$ cat config.mk
export PLATFORM = sky130hd
export DESIGN_NAME = snake_dir_sched
export DESIGN_NICKNAME = d
export VERILOG_FILES = /design/src/rtl/snake_pkg.sv /design/src/rtl/snake_debounce.sv /design/src/rtl/snake_dir_sched.sv
export SDC_FILE = /design/constraint.sdc
export NUM_CORES = 1
export LEC_CHECK = 0
export BUFFER_PORTS_ARGS = -buffer_cell sky130_fd_sc_hd__clkbuf_2
export CORE_MARGIN = 10
export CORE_UTILIZATION = 53
export DETAILED_ROUTE_END_ITERATION = 7
export PLACE_DENSITY_LB_ADDON = 0.12
export SLEW_MARGIN = 20
export SYNTH_ARGS = -nofsm -noshare
export SYNTH_HDL_FRONTEND = slang
export SYNTH_SLANG_ARGS = --single-unit
export TNS_END_PERCENT = 20
$ cat constraint.sdc
create_clock -name Clk -period 2.4 [get_ports Clk]
set_input_delay 0 -clock Clk [delete_from_list [all_inputs] [get_ports Clk]]
set_output_delay 0 -clock Clk [all_outputs]
set_load 0.005 [all_outputs]
$ cat src/rtl/snake_pkg.sv
// Shared direction encoding and helpers for the snake turn scheduler.
package snake_pkg;

    typedef logic [1:0] dir_t;

    localparam dir_t DIR_U = 2'b00;
    localparam dir_t DIR_R = 2'b01;
    localparam dir_t DIR_D = 2'b10;
    localparam dir_t DIR_L = 2'b11;

    // Opposite heading: flips the vertical/horizontal sense bit.
    function automatic dir_t reverse(input dir_t d);
        return d ^ 2'b10;
    endfunction

endpackage

$ cat src/rtl/snake_debounce.sv
// One push-button: 2-flop synchroniser, stability counter and a one-cycle
// pulse on the debounced rising edge.
module snake_debounce #(
    parameter int N_DC = 20
) (
    input  logic Clk,
    input  logic Reset,
    input  logic raw_i,
    output logic press_o
);

    logic [1:0]      sync_q;
    logic            db_q;
    logic [N_DC-1:0] cnt_q;
    logic            press_q;

    // The counter only runs while the synchronised input disagrees with the
    // debounced level; any bounce back clears it.
    always_ff @(posedge Clk) begin
        if (Reset) begin
            sync_q  <= '0;
            db_q    <= 1'b0;
            cnt_q   <= '0;
            press_q <= 1'b0;
        end else begin
            sync_q  <= {sync_q[0], raw_i};
            press_q <= 1'b0;
            if (sync_q[1] == db_q) begin
                cnt_q <= '0;
            end else if (cnt_q == '1) begin
                db_q    <= sync_q[1];
                cnt_q   <= '0;
                press_q <= sync_q[1];
            end else begin
                cnt_q <= cnt_q + 1'b1;
            end
        end
    end

    assign press_o = press_q;

endmodule

$ cat src/rtl/snake_dir_sched.sv
// Debounces the buttons, arbitrates same-cycle presses, filters illegal turns
// and releases one queued turn per game-step Tick.
module snake_dir_sched
    import snake_pkg::*;
#(
    parameter int   N_DC     = 20,
    parameter int   DEPTH    = 2,
    parameter dir_t INIT_DIR = DIR_R
) (
    input  logic                         Clk,
    input  logic                         Reset,
    input  logic                         BtnU,
    input  logic                         BtnR,
    input  logic                         BtnD,
    input  logic                         BtnL,
    input  logic                         BtnC,
    input  logic                         Tick,
    input  logic                         Enable,
    output logic [1:0]                   Dir,
    output logic                         StartPulse,
    output logic [$clog2(DEPTH+1)-1:0]   QCount,
    output logic                         Overflow
);

    localparam int QW = $clog2(DEPTH + 1);
    localparam int PW = (DEPTH > 1) ? $clog2(DEPTH) : 1;

    logic [4:0] btn_raw;
    logic [4:0] press;

    assign btn_raw = {BtnC, BtnL, BtnD, BtnR, BtnU};

    for (genvar i = 0; i < 5; i++) begin : g_db
        snake_debounce #(.N_DC(N_DC)) u_db (
            .Clk     (Clk),
            .Reset   (Reset),
            .raw_i   (btn_raw[i]),
            .press_o (press[i])
        );
    end

    function automatic logic [PW-1:0] ptr_inc(input logic [PW-1:0] p);
        return (p == PW'(DEPTH - 1)) ? '0 : p + 1'b1;
    endfunction

    dir_t          mem_q [DEPTH];
    dir_t          dir_q,    dir_d;
    logic [QW-1:0] cnt_q,    cnt_d;
    logic [PW-1:0] rd_ptr_q, rd_ptr_d;
    logic [PW-1:0] wr_ptr_q, wr_ptr_d;
    logic          ovf_q,    ovf_d;
    logic          start_q,  start_d;

    dir_t          win;
    dir_t          ref_dir;
    logic [PW-1:0] tail_ptr;
    logic          legal, pop, push, full;

    assign tail_ptr = (wr_ptr_q == '0) ? PW'(DEPTH - 1) : wr_ptr_q - 1'b1;

    // NOTE: every combinational output gets a default first so no path
    // through the block can leave it unassigned and infer a latch.
    always_comb begin
        win = DIR_U;
        if      (press[0]) win = DIR_U;
        else if (press[1]) win = DIR_R;
        else if (press[2]) win = DIR_D;
        else if (press[3]) win = DIR_L;

        ref_dir = (cnt_q != '0) ? mem_q[tail_ptr] : dir_q;
        legal   = (|press[3:0]) && Enable && (win != ref_dir) && (win != reverse(ref_dir));
        full    = (cnt_q == QW'(DEPTH));
        pop     = Tick && Enable && (cnt_q != '0);
        push    = legal && (!full || pop);

        dir_d    = dir_q;
        cnt_d    = cnt_q;
        rd_ptr_d = rd_ptr_q;
        wr_ptr_d = wr_ptr_q;
        ovf_d    = ovf_q || (legal && full && !pop);
        start_d  = press[4];

        if (!Enable) begin
            dir_d    = INIT_DIR;
            cnt_d    = '0;
            rd_ptr_d = '0;
            wr_ptr_d = '0;
        end else begin
            if (pop) begin
                dir_d    = mem_q[rd_ptr_q];
                rd_ptr_d = ptr_inc(rd_ptr_q);
            end
            if (push) wr_ptr_d = ptr_inc(wr_ptr_q);
            unique case ({push, pop})
                2'b10:   cnt_d = cnt_q + 1'b1;
                2'b01:   cnt_d = cnt_q - 1'b1;
                default: cnt_d = cnt_q;
            endcase
        end
    end

    always_ff @(posedge Clk) begin
        if (Reset) begin
            dir_q    <= INIT_DIR;
            cnt_q    <= '0;
            rd_ptr_q <= '0;
            wr_ptr_q <= '0;
            ovf_q    <= 1'b0;
            start_q  <= 1'b0;
        end else begin
            dir_q    <= dir_d;
            cnt_q    <= cnt_d;
            rd_ptr_q <= rd_ptr_d;
            wr_ptr_q <= wr_ptr_d;
            ovf_q    <= ovf_d;
            start_q  <= start_d;
        end
    end

    // NOTE: queue storage is not reset; entries are only read once cnt_q
    // says they were written, so clearing them would buy nothing.
    always_ff @(posedge Clk) begin
        if (push) mem_q[wr_ptr_q] <= win;
    end

    assign Dir        = dir_q;
    assign QCount     = cnt_q;
    assign Overflow   = ovf_q;
    assign StartPulse = start_q;

endmodule

==> out/summary.txt <==
Status: finished clean
Min Clock Period, post-route: 1.997 ns
Clock sinks: 132
Die Y: 122.3 um
Setup TNS: 0 ns
Highest metal layer with signal wires: met4
CTS tree: done
Remaining DRCs: 0
Count leader, synth: dfxtp_1
Layout cells sized above 1: 10.63%
Std-Cell Rows: 37
Register Area: 2683 um^2
Yosys cell types: 49
Post-Syn Area: 5544 um^2
CP endpoint kind: flip-flop
First-pass GRT wire length: 17020 um
Largest net degree at the start of global routing: 20
Worst slew pin tran: 0.6247 ns
Area fraction of the dominant cell type after synthesis: 46.22%
Post-synth ARST share: 0%
Fill cell count: 873
Worst EP arrival: 2.40 ns
Hold slack: 0.2257 ns
Ys flop type: dfxtp_1
Fmax: 500.8 MHz
Launching point of the worst reg2reg path: g_db[1].u_db.cnt_q[0]
Slew Viols, Final: 0
Layout area overhead: 17.33%
Max Fanout on Critical Path: 19
H-Tree Depth: 4
Met3 WL: 322 um
Remaining global-route overflow: 0
Total GRT Usage: 13.95%
Seq/Total Area, Yosys: 48.39%
Startpoint class of the critical path: flip-flop
CP Class: reg -> reg
Period utilization: 83.19%
Wire length per cell: 12.06 um
Core box area: 10280 um^2
Vias per cell: 5.104
Commonest cells in the netlist: 128 x dfxtp_1, 126 x nor2_1, 52 x xor2_1
Vias in the first global route: 3863
ANT nets after route: 0
Max-Cap Viols: 0
Setup WS pre-CTS: 0.4412 ns
Worst-path clk slew: 0.06 ns
Initial antenna violation count: 0
Clock buffer depth: 2
Average cell area after synthesis: 9.225 um^2
Vias: 4007
N_diodes: 0
Top Ports: 15
Hold Vio Cnt, Final: 0
Hold Crit Class: in -> reg
Postcts setup bufs: 0
Warnings from Yosys: 0
Ranking of synthesized cells by area: dfxtp_1 46%, nor2_1 8.5%, xor2_1 8.2%, xnor2_1 6.2%, nand3_1 4.2%
Flops & latches, synth: 132
Resized Gates After CTS: 0
WL met2: 4478 um
Die width: 122.3 um
RSZ-0062 raised after global routing: false
TritonCTS buffer count: 17
CP startpoint: g_db[1].u_db.cnt_q[0]
Reg2reg end: g_db[1].u_db.cnt_q[12]
Placer Congestion: 0.7487
FF-to-FF path depth: 7
Relative slew slack: 58.24%
Hold-critical path depth: 3
Final setup vio count: 0
Worst Skew: 0.006362 ns
TritonRoute pass-1 iters: 4
Top cell type by total area after synthesis: dfxtp_1
Starting Density: 53.94%
Worst skew pair latency: 0.52 ns
Leakage power: 0.002306 uW
Pwr/cell area: 786.2 nW/um^2
Clk root buf: clkbuf_8
Syn nets: 615
CP endpoint: g_db[1].u_db.cnt_q[12]
Syn Inst Count: 601
Post-route total power: 5114 uW
Nets: 650
Max rail drop VDD: 0.5566 mV
Post-synth EDFFs: 4
CP Data Required Time: 2.81 ns
Routed wire length: 9469 um
Setup ws final: 0.4034 ns
DPL Wire Length: 6331 um
IO Port Bufs: 14
Full die area: 14950 um^2
FF-to-FF setup slack: 0.40 ns
DRT iter0 DRCs: 177
Multi-input gate area: 2724 um^2
Post-Route M1 WL: 4478 um
## critical path, stage by stage, from the launching register on
cell	delay [ns]
dfxtp_1	0.36
ha_1	0.21
nand4_1	0.19
nor3_2	0.39
and4_1	0.30
or2_1	0.12
buf_4	0.23
nor2_1	0.08
## flip-flops by register name, indices dropped and copies added (netlist names)
| register | flops |
|---|---|
| wr_ptr_q | 1 |
| Overflow | 1 |
| Dir | 2 |
| QCount | 2 |
| mem_q | 4 |
| g_db.u_db.sync_q | 10 |
| g_db.u_db.cnt_q | 100 |
| g_db.u_db.press_o | 5 |
| g_db.u_db.db_q | 5 |
| StartPulse | 1 |
| rd_ptr_q | 1 |
## final cells by class
cell class / count / share of cell area (%)
Clock buffer: 23 / 7.501
Clock inverter: 9 / 2.616
Inverter: 16 / 0.9233
Multi-Input combinational cell: 440 / 41.87
Sequential cell: 132 / 41.24
Tap cell: 136 / 2.616
Timing Repair Buffer: 29 / 3.231
## report_power, final
part | internal (uW) | switching (uW)
combinational | 28.6 | 34.9
clock | 1930 | 902
sequential | 2210 | 5.58
## logic make-up (layout without fill, tap and decap cells)
| group | Yosys count | count (layout) | synth area share, % |
|---|---|---|---|
| compound gates | 27 | 27 | 3.498 |
| xor+xnor | 91 | 91 | 14.38 |
| fa+ha+maj | 5 | 5 | 1.128 |
| buf+inv | 29 | 77 | 2.482 |
| flops | 132 | 132 | 48.39 |
| mux | 8 | 8 | 1.444 |
| simple gates | 309 | 309 | 28.68 |
## per-stage QoR
stage | utilization, % | instances | cell area (um^2)
6_report | 63.29 | 785 | 6505
5_1_grt | 63.29 | 785 | 6505
4_1_cts | 63.29 | 785 | 6505
3_5_place_dp | 55.82 | 742 | 5737
3_3_place_gp | 55.82 | 742 | 5737
2_1_floorplan | - | 601 | 5544
## metal layers
| layer | GRT usage (%) | vias to the layer above |
|---|---|---|
| li1 | - | 2087 |
| met1 | 16.37 | 1862 |
| met2 | 22.51 | 38 |
| met3 | 4.591 | 20 |
| met4 | 6.996 | 0 |
| met5 | 0 | - |
## layout by cell type (no fill, tap or decap), types with 14 or more instances in the layout
cell       Yosys  routed
and3_1        18      18
clkbuf_16      0      17
clkbuf_2       0      14
dfxtp_1      128     128
inv_1         16      16
nand2_1       34      34
nand3_1       46      46
nor2_1       126     126
nor2b_1       14      14
nor3_1        17      17
xnor2_1       39      39
xor2_1        52      52
## how the worst min path moves through the flow
stage	from	end	slack (ns)
after global routing	BtnD	g_db[2].u_db.sync_q[0]	0.23
final	BtnD	g_db[2].u_db.sync_q[0]	0.23
after floorplan	BtnU	g_db[0].u_db.sync_q[0]	0.13
after global placement	BtnL	g_db[3].u_db.sync_q[0]	0.21
after detailed placement	BtnL	g_db[3].u_db.sync_q[0]	0.22
after CTS	BtnL	g_db[3].u_db.sync_q[0]	0.20
## what timing repair did
item | CTS | global route
endpoints found under the setup margin | 0 | 0
hold buffers | 11 | 0
endpoints found under the hold margin | 17 | 0
Note: power is estimated with default switching activity, not from simulation.
